File: config.mk
export PLATFORM = sky130hd
export DESIGN_NAME = associative_memory_trainer
export DESIGN_NICKNAME = d
export VERILOG_FILES = /design/src/rtl/associative_memory_trainer_pkg.sv /design/src/rtl/am_bundle_counter.sv /design/src/rtl/associative_memory_trainer.sv
export SDC_FILE = /design/constraint.sdc
export NUM_CORES = 1
export LEC_CHECK = 0
export CAP_MARGIN = 20
export CORE_ASPECT_RATIO = 0.5
export CORE_MARGIN = 2
export CORE_UTILIZATION = 40
export DETAILED_ROUTE_END_ITERATION = 8
export PLACE_DENSITY_LB_ADDON = 0.12
export SKIP_LAST_GASP = 1
export SLEW_MARGIN = 20
export SYNTH_ARGS = -nofsm -noshare
export SYNTH_HDL_FRONTEND = slang
export SYNTH_HIERARCHICAL = 1
export SYNTH_SLANG_ARGS = --single-unit
File: constraint.sdc
create_clock -name Clk_CI -period 4.6 [get_ports Clk_CI]
set_input_delay 0.92 -clock Clk_CI [delete_from_list [all_inputs] [get_ports Clk_CI]]
set_output_delay 0.92 -clock Clk_CI [all_outputs]
set_load 0.05 [all_outputs]
File: src/rtl/associative_memory_trainer_pkg.sv
// Shared defaults, trainer state encoding and width helper for the
// associative-memory trainer.
`default_nettype none

package associative_memory_trainer_pkg;

  localparam int DEF_HV_DIMENSION = 8;
  localparam int DEF_CLASSES      = 3;
  localparam int DEF_LABEL_WIDTH  = 2;
  localparam int DEF_COUNT_WIDTH  = 8;

  typedef enum logic [1:0] {
    ST_IDLE  = 2'd0,
    ST_ACCUM = 2'd1,
    ST_EMIT  = 2'd2,
    ST_CLEAR = 2'd3
  } trainer_state_t;

  function automatic int ceil_log2(input int value);
    int result;
    result = 0;
    for (int i = 0; i < 31; i++) begin
      if ((1 << i) < value) result = i + 1;
    end
    return result;
  endfunction

endpackage

`default_nettype wire

File: src/rtl/am_bundle_counter.sv
// Saturating signed +/-1 bundle counter; Sign_SO reports value > 0.
`default_nettype none

module am_bundle_counter #(
  parameter int COUNT_WIDTH = 8
) (
  input  logic Clk_CI,
  input  logic Reset_RBI,
  input  logic Enable_SI,
  input  logic Up_SI,
  input  logic Clear_SI,
  output logic Sign_SO
);

  // Symmetric range: the most negative code is never reached.
  localparam logic signed [COUNT_WIDTH-1:0] CNT_MAX = {1'b0, {(COUNT_WIDTH-1){1'b1}}};
  localparam logic signed [COUNT_WIDTH-1:0] CNT_MIN = -CNT_MAX;

  logic signed [COUNT_WIDTH-1:0] value;

  always_ff @(posedge Clk_CI or negedge Reset_RBI) begin
    if (!Reset_RBI) begin
      value <= '0;
    end else if (Clear_SI) begin
      value <= '0;
    end else if (Enable_SI) begin
      if (Up_SI) begin
        if (value != CNT_MAX) value <= value + COUNT_WIDTH'(1);
      end else begin
        if (value != CNT_MIN) value <= value - COUNT_WIDTH'(1);
      end
    end
  end

  assign Sign_SO = !value[COUNT_WIDTH-1] && (value != '0);

endmodule

`default_nettype wire

File: src/rtl/associative_memory_trainer.sv
// Bundles labelled hypervectors per class and streams out one
// majority-thresholded prototype per class on request.
`default_nettype none

module associative_memory_trainer
  import associative_memory_trainer_pkg::*;
#(
  parameter int HV_DIMENSION = DEF_HV_DIMENSION,
  parameter int CLASSES      = DEF_CLASSES,
  parameter int LABEL_WIDTH  = DEF_LABEL_WIDTH,
  parameter int COUNT_WIDTH  = DEF_COUNT_WIDTH
) (
  input  logic                    Clk_CI,
  input  logic                    Reset_RBI,
  input  logic                    ValidIn_SI,
  output logic                    ReadyOut_SO,
  input  logic [0:HV_DIMENSION-1] HypervectorIn_DI,
  input  logic [LABEL_WIDTH-1:0]  LabelIn_DI,
  input  logic                    TrainDone_SI,
  output logic                    ValidOut_SO,
  input  logic                    ReadyIn_SI,
  output logic [0:HV_DIMENSION-1] PrototypeOut_DO,
  output logic [LABEL_WIDTH-1:0]  LabelOut_DO,
  output logic                    LastOut_SO
);

  localparam int CNT_WIDTH = (ceil_log2(CLASSES) > 0) ? ceil_log2(CLASSES) : 1;
  localparam logic [CNT_WIDTH-1:0] LAST_CNT = CNT_WIDTH'(CLASSES - 1);

  trainer_state_t               state;
  trainer_state_t               state_next;
  logic [CNT_WIDTH-1:0]         cnt;
  logic [0:HV_DIMENSION-1]      hv_q;
  logic [LABEL_WIDTH-1:0]       label_q;
  logic                         is_last;
  logic                         out_fire;
  logic [CLASSES*HV_DIMENSION-1:0] signs;
  logic [0:HV_DIMENSION-1]      proto_row;

  assign is_last  = (cnt == LAST_CNT);
  assign out_fire = (state == ST_EMIT) && ReadyIn_SI;

  always_ff @(posedge Clk_CI or negedge Reset_RBI) begin
    if (!Reset_RBI) state <= ST_IDLE;
    else            state <= state_next;
  end

  always_comb begin
    state_next = state;
    case (state)
      ST_IDLE: begin
        if (ValidIn_SI)        state_next = ST_ACCUM;
        else if (TrainDone_SI) state_next = ST_EMIT;
      end
      ST_ACCUM: state_next = ST_IDLE;
      ST_EMIT:  if (out_fire && is_last) state_next = ST_CLEAR;
      ST_CLEAR: state_next = ST_IDLE;
      default:  state_next = ST_IDLE;
    endcase
  end

  always_comb begin
    ReadyOut_SO     = (state == ST_IDLE);
    ValidOut_SO     = (state == ST_EMIT);
    LastOut_SO      = (state == ST_EMIT) && is_last;
    LabelOut_DO     = (state == ST_EMIT) ? LABEL_WIDTH'(cnt) : '0;
    PrototypeOut_DO = (state == ST_EMIT) ? proto_row : '0;
  end

  // Sample capture and class counter.
  always_ff @(posedge Clk_CI or negedge Reset_RBI) begin
    if (!Reset_RBI) begin
      cnt     <= '0;
      hv_q    <= '0;
      label_q <= '0;
    end else begin
      case (state)
        ST_IDLE: begin
          if (ValidIn_SI) begin
            hv_q    <= HypervectorIn_DI;
            label_q <= LabelIn_DI;
          end else if (TrainDone_SI) begin
            cnt <= '0;
          end
        end
        ST_EMIT:  if (out_fire && !is_last) cnt <= cnt + CNT_WIDTH'(1);
        ST_CLEAR: cnt <= '0;
        default:  ;
      endcase
    end
  end

  always_comb begin
    proto_row = '0;
    for (int c = 0; c < CLASSES; c++) begin
      if (cnt == CNT_WIDTH'(c)) begin
        for (int i = 0; i < HV_DIMENSION; i++) proto_row[i] = signs[c*HV_DIMENSION + i];
      end
    end
  end

  // Out-of-range labels match no row, so they leave every counter untouched.
  generate
    for (genvar c = 0; c < CLASSES; c++) begin : g_class
      logic row_hit;
      assign row_hit = (state == ST_ACCUM) && (label_q == LABEL_WIDTH'(c));
      for (genvar i = 0; i < HV_DIMENSION; i++) begin : g_bit
        am_bundle_counter #(
          .COUNT_WIDTH (COUNT_WIDTH)
        ) u_counter (
          .Clk_CI    (Clk_CI),
          .Reset_RBI (Reset_RBI),
          .Enable_SI (row_hit),
          .Up_SI     (hv_q[i]),
          .Clear_SI  (state == ST_CLEAR),
          .Sign_SO   (signs[c*HV_DIMENSION + i])
        );
      end
    end
  endgenerate

endmodule

`default_nettype wire

## Word level (Yosys, flattened, before mapping)

Index checks and enable logic that the tools add are counted.

- $add $sub $neg: 49
- Eq/ne operators: 84
- Mux-type cells: 133
- Reductions and logical operators: 139

Operators by type and width:

| operator | number |
|---|---|
| 2-to-1 mux 8 bit | 124 |
| inequality test 8 bit, second input constant | 48 |
| adder 8 x 2 -> 8 bit, second input constant | 24 |
| nonzero test 8 bit | 24 |
| subtractor 8 x 2 -> 8 bit, second input constant | 24 |
| nonzero test 3 bit | 25 |
| inequality test 3 x 1 -> 1 bit, second input constant | 24 |
| AND reduction 3 bit | 24 |
| logical AND 1 bit | 31 |
| logical NOT 1 bit | 25 |
| 2-to-1 mux 2 bit | 7 |
| case mux 2 bit (3 select lines) | 2 |
| == test 2 bit, second input constant | 4 |
| == test 2 x 1 -> 1 bit, second input constant | 3 |
| logical NOT 2 bit | 3 |
| inequality test 2 x 1 -> 1 bit, second input constant | 3 |
| nonzero test 2 bit | 3 |
| AND reduction 2 bit | 2 |
| AND reduction 4 bit | 1 |
| inequality test 3 x 2 -> 1 bit, second input constant | 1 |
| adder 2 x 1 -> 2 bit, second input constant | 1 |
| inequality test 2 bit, second input constant | 1 |
| OR reduction 2 bit | 1 |

- Flip-flop bits (word level): 206
- Input port bits: 15
- Word-level logic and storage cells: 433

## Logic depth before layout (Yosys ltp)

- Depth after elaboration: 6
- Depth in mapped cells: 7
- Gate-level depth less buffers: 7

## Hierarchy

Netlist, hierarchy kept.

By module, submodules not included:

| module | instances | cells each | area an instance (µm²) | sequential area each (µm²) |
|---|---|---|---|---|
| am_bundle_counter at g_class[0].g_bit[0].u_counter ... | 14 | 89 | 773.2 | 200.2 |
| am_bundle_counter at g_class[0].g_bit[3].u_counter ... | 9 | 74 | 670.6 | 200.2 |
| associative_memory_trainer | 1 | 84 | 900.9 | 350.3 |
| am_bundle_counter at g_class[0].g_bit[4].u_counter | 1 | 87 | 748.2 | 200.2 |

## Least setup slack after synthesis

OpenSTA, ideal clock, no wires.

- Path kind: reg-to-reg
- Start: register state[1]
- End: register g_class[0].g_bit[3].u_counter.value[7]
- Library setup time: 0.128 ns
- Data arrival time: 3.301 ns
- Required time: 4.472 ns
- Slack: 1.171 ns
- Cell stages (with the launch flop): 8
- Path buffers: 1
- Period minus slack after synthesis: 3.429 ns
- Cells stage by stage: dfrtp_1 > inv_1 > nand2_1 > nor3_1 > o311a_1 > buf_6 > a21boi_1 > mux2_1

- Longest elaborated chain between the ends: 4

Ends and longest elaborated chain:

| element | line | text |
|---|---|---|
| start: declaration | associative_memory_trainer.sv:30 | `trainer_state_t state;` |
| start signal: assignment | associative_memory_trainer.sv:45 | `else state <= state_next;` |
| == test 2 x 1 -> 1 bit | associative_memory_trainer.sv:106 | `assign row_hit = (state == ST_ACCUM) && (label_q == LABEL_WIDTH'(c));` |
| logical AND 1 bit | associative_memory_trainer.sv:106 |  |
| net g_class[0].row_hit | associative_memory_trainer.sv:105 | `logic row_hit;` |
| nonzero test 2 bit (no line) | n/a |  |
| AND reduction 3 bit (no line) | n/a |  |
| end signal: assignment | am_bundle_counter.sv:28 | `if (value != CNT_MAX) value <= value + COUNT_WIDTH'(1);` |
| end signal: assignment | am_bundle_counter.sv:30 | `if (value != CNT_MIN) value <= value - COUNT_WIDTH'(1);` |
| end: declaration | am_bundle_counter.sv:19 | `logic signed [COUNT_WIDTH-1:0] value;` |

The timed path passes the listed nets, and every way through them passes these cells.
A chain may end at the register's enable or synchronous reset.

## Final worst setup path

- Start: register cnt[1]
- End: output port PrototypeOut_DO[1] (netlist bit)

- Longest elaborated chain between the ends: 5

Ends and longest elaborated chain:

| element | line | text |
|---|---|---|
| start: declaration | associative_memory_trainer.sv:32 | `logic [CNT_WIDTH-1:0] cnt;` |
| start signal: assignment | associative_memory_trainer.sv:86 | `ST_EMIT: if (out_fire && !is_last) cnt <= cnt + CNT_WIDTH'(1);` |
| logical NOT 2 bit | associative_memory_trainer.sv:96 | `if (cnt == CNT_WIDTH'(c)) begin` |
| 2-to-1 mux 8 bit (2 in series) | associative_memory_trainer.sv:96 |  |
| 2-to-1 mux 8 bit * | associative_memory_trainer.sv:96 |  |
| 2-to-1 mux 8 bit * | associative_memory_trainer.sv:67 | `PrototypeOut_DO = (state == ST_EMIT) ? proto_row : '0;` |
| end: declaration | associative_memory_trainer.sv:22 | `output logic [0:HV_DIMENSION-1] PrototypeOut_DO,` |

Every way passes the cells marked *; elsewhere a longest branch is shown, timed or not.

==> run metrics <==
cell count after synthesis=2083; simple logic cell fraction of the synthesized area=roughly a fifth; Post-CTS Resized=0; PortBufs=27; Synth cell types=59; Crit Path Category=register to output pin; Setup WS post-layout=0.251 ns; TritonCTS buffer count=24; worst path cell trace=inv_1, ha_1, nor2b_1, a221oi_1, nor3_1, clkdlybuf4s50_1; Post-CTS Setup Inserts=0; status=completed; CTS Buffer Depth=3; CP Buf/Inv Count=2; Crit path arrival time=3.43 ns; final hold vios=0; vias per inst=5.82; crit path max-delay cell type=clkdlybuf4s50_1; total power per unit cell area=748 nW/um2; DRT Pass-1 Iters=5; post-synthesis adder-cell area fraction=12.5%; hold_buf cts=0; R2R Path Start=state[1]; Reg-to-Reg End=g_class[2].g_bit[6].u_counter/value[7]; Total Wirelength=between 40000 and 50000 um; DPL Wire Length=between 30000 and 40000 um; starting density of the core=between 40% and 50%; CTS clock-pin slew for the worst setup and hold paths=0.06 ns; vias=~16000; post-synthesis async set-or-reset flop share=100%; TritonCTS clock tree=yes; final setup vio count=0; IO Pins=28; number of antenna diodes=0; Synth warnings=6; Top FF cell, synth=dfrtp_1; Final Cycle Share=94.6%; CP required=3.68 ns; critical path's largest stage delay=around 0.86 ns; xor and xnor area share after synthesis=2.46%; overall power=15.1 mW; core area=45400 um2; Synth Area per Inst=8.89 um2; row cnt=55; max_cap viols=0; commonest cells after routing, fill and taps aside=dfrtp_1 (206), a21oi_1 (166), inv_1 (163); htree depth=1; DRC violations left=0; crit path from=cnt[1]; post-synthesis sequential area ratio=about 28%; crit path launch type=register; Final TNS setup=0 ns; initial antenna violation count=0; Place WS=slightly below 0.8 ns; RSZ-0062 raised after global routing=no; die area=roughly 48000 um2; Hold Path Class=input port to asynchronous set/reset pin; P&R area growth vs syn=9.10%; fmax=roughly 230 MHz; NumNets Final=2303; reg2reg setup slack=roughly 1.7 ns; Max FO, Critical Path=9; Post-synth EDFFs=0; Final GP Congestion=0.834; Iteration-0 DRC Markers=936; leading cell type in the layout, fill and taps excluded=dfrtp_1; total gr overflow=0; Clock Tree Root=clkbuf_16; fin. max-slew vios=0; Mapped Nets=2269; flops & latches, synth=206; compound-cell area share of the yosys netlist=28.6%; DIE WIDTH=308 um; leak pwr=8.21 nW; die height=approximately 160 um; largest net degree at the start of global routing=89; Finished Core Util=44.5%; largest family of logic cells by synthesized area=compound AO/OA/AOI/OAI gates; reg2reg path depth=7; Routed wire per std cell=16.8 um; vias in the first global route=15900; worst-skew pair later-pin latency=~0.54 ns; min cycle time layout=around 4.3 ns; delay-heaviest family, CP=simple AND/OR/NAND/NOR gates; ANT nets after route=0; clock skew=0.00997 ns; relative slew slack=31.7%; mux cell area share after synthesis=3.36%; VDD IR-drop max=~0.28 mV; share of cells above drive strength 1=9.01%; Crit. End Element=output pin; first-pass GRT wire length=about 80000 um; measured slew at the worst slew-check pin=around 1.0 ns; GR Util All Layers=between 15 and 20%; Syn Std Cell Area=around 19000 um2; clk sinks=206
[worst max path at each step]
stage,to,cells past startpoint
after detailed placement,PrototypeOut_DO[1],6
after global placement,PrototypeOut_DO[1],6
after CTS,PrototypeOut_DO[2],6
after floorplan,g_class[0].g_bit[3].u_counter/value[7],7
after global routing,PrototypeOut_DO[2],6
final,PrototypeOut_DO[1],6
[area by class of cell]
type | instances | area (um2)
multi-input combinational | 1676 | 12400
sequential | 206 | 5150
clock inverter | 5 | 103
tap | 598 | 748
timing repair buffer | 46 | 430
inverter | 163 | 612
clock buffer | 35 | 723
fill | 4511 | 25200
[layer usage]
layer / up-vias / share of wire, % / track usage, %
li1: 8017 / - / -
met1: 7667 / 50 / 27.5
met2: 159 / 45 / 32.8
met3: 47 / 2.3 / 2.09
met4: 0 / 2.1 / 4.34
met5: - / 0 / 0
[state kept, by name (all words and copies together), names as in the netlist]
| register | cells |
|---|---|
| hv_q | 8 |
| cnt | 2 |
| g_class.g_bit.u_counter/value | 192 |
| label_q | 2 |
| state | 2 |
[cell families after synthesis]
kind of cell / count (synthesis)
multiplexers: 56
AND/OR/NAND/NOR: 657
AO/OA/AOI/OAI: 740
buffers and inverters: 201
XOR/XNOR: 52
flip-flops: 206
adder cells (fa/ha/maj): 171
[synth_stat cells (all sizes together) (33+ instances only)]
| cell type | count | share of area [%] |
|---|---|---|
| a21oi | 166 | 4.5 |
| mux2i | 37 | 2.0 |
| o21a | 33 | 1.3 |
| o211ai | 78 | 3.2 |
| o21ai | 161 | 4.4 |
| or3 | 38 | 1.4 |
| nand2 | 158 | 3.2 |
| a211oi | 33 | 1.3 |
| nand3 | 40 | 1.1 |
| nor2 | 146 | 3.0 |
| ha | 147 | 9.9 |
| nor3 | 33 | 0.89 |
| nand2b | 62 | 2.1 |
| or4 | 39 | 1.9 |
| buf | 37 | 1.8 |
| inv | 163 | 3.3 |
| dfrtp | 206 | 28 |
[metrics by stage]
stage          instance area, um2  instances  hold slack [ns]
3_5_place_dp                19400       2689            0.541
4_1_cts                     20200       2729            0.433
3_3_place_gp                19400       2689            0.537
2_1_floorplan               18500       2083            0.497
5_1_grt                     20200       2729            0.463
6_report                    20200       2729            0.409
[worst register-to-register path: cells and delay by family, from the launching register on]
kind	cells	cell delay (ns)
DFF	1	0.45
muxes	1	0.33
and+or+nand+nor	2	0.96
AOI/OAI and AO/OA	2	0.69
buffers and inverters	2	0.41
[power breakdown]
group	internal, mW	switching [mW]
clock network	1.25	0.819
registers	2.47	0.908
logic	4.10	5.55
Power figures use the tool's default switching activity.
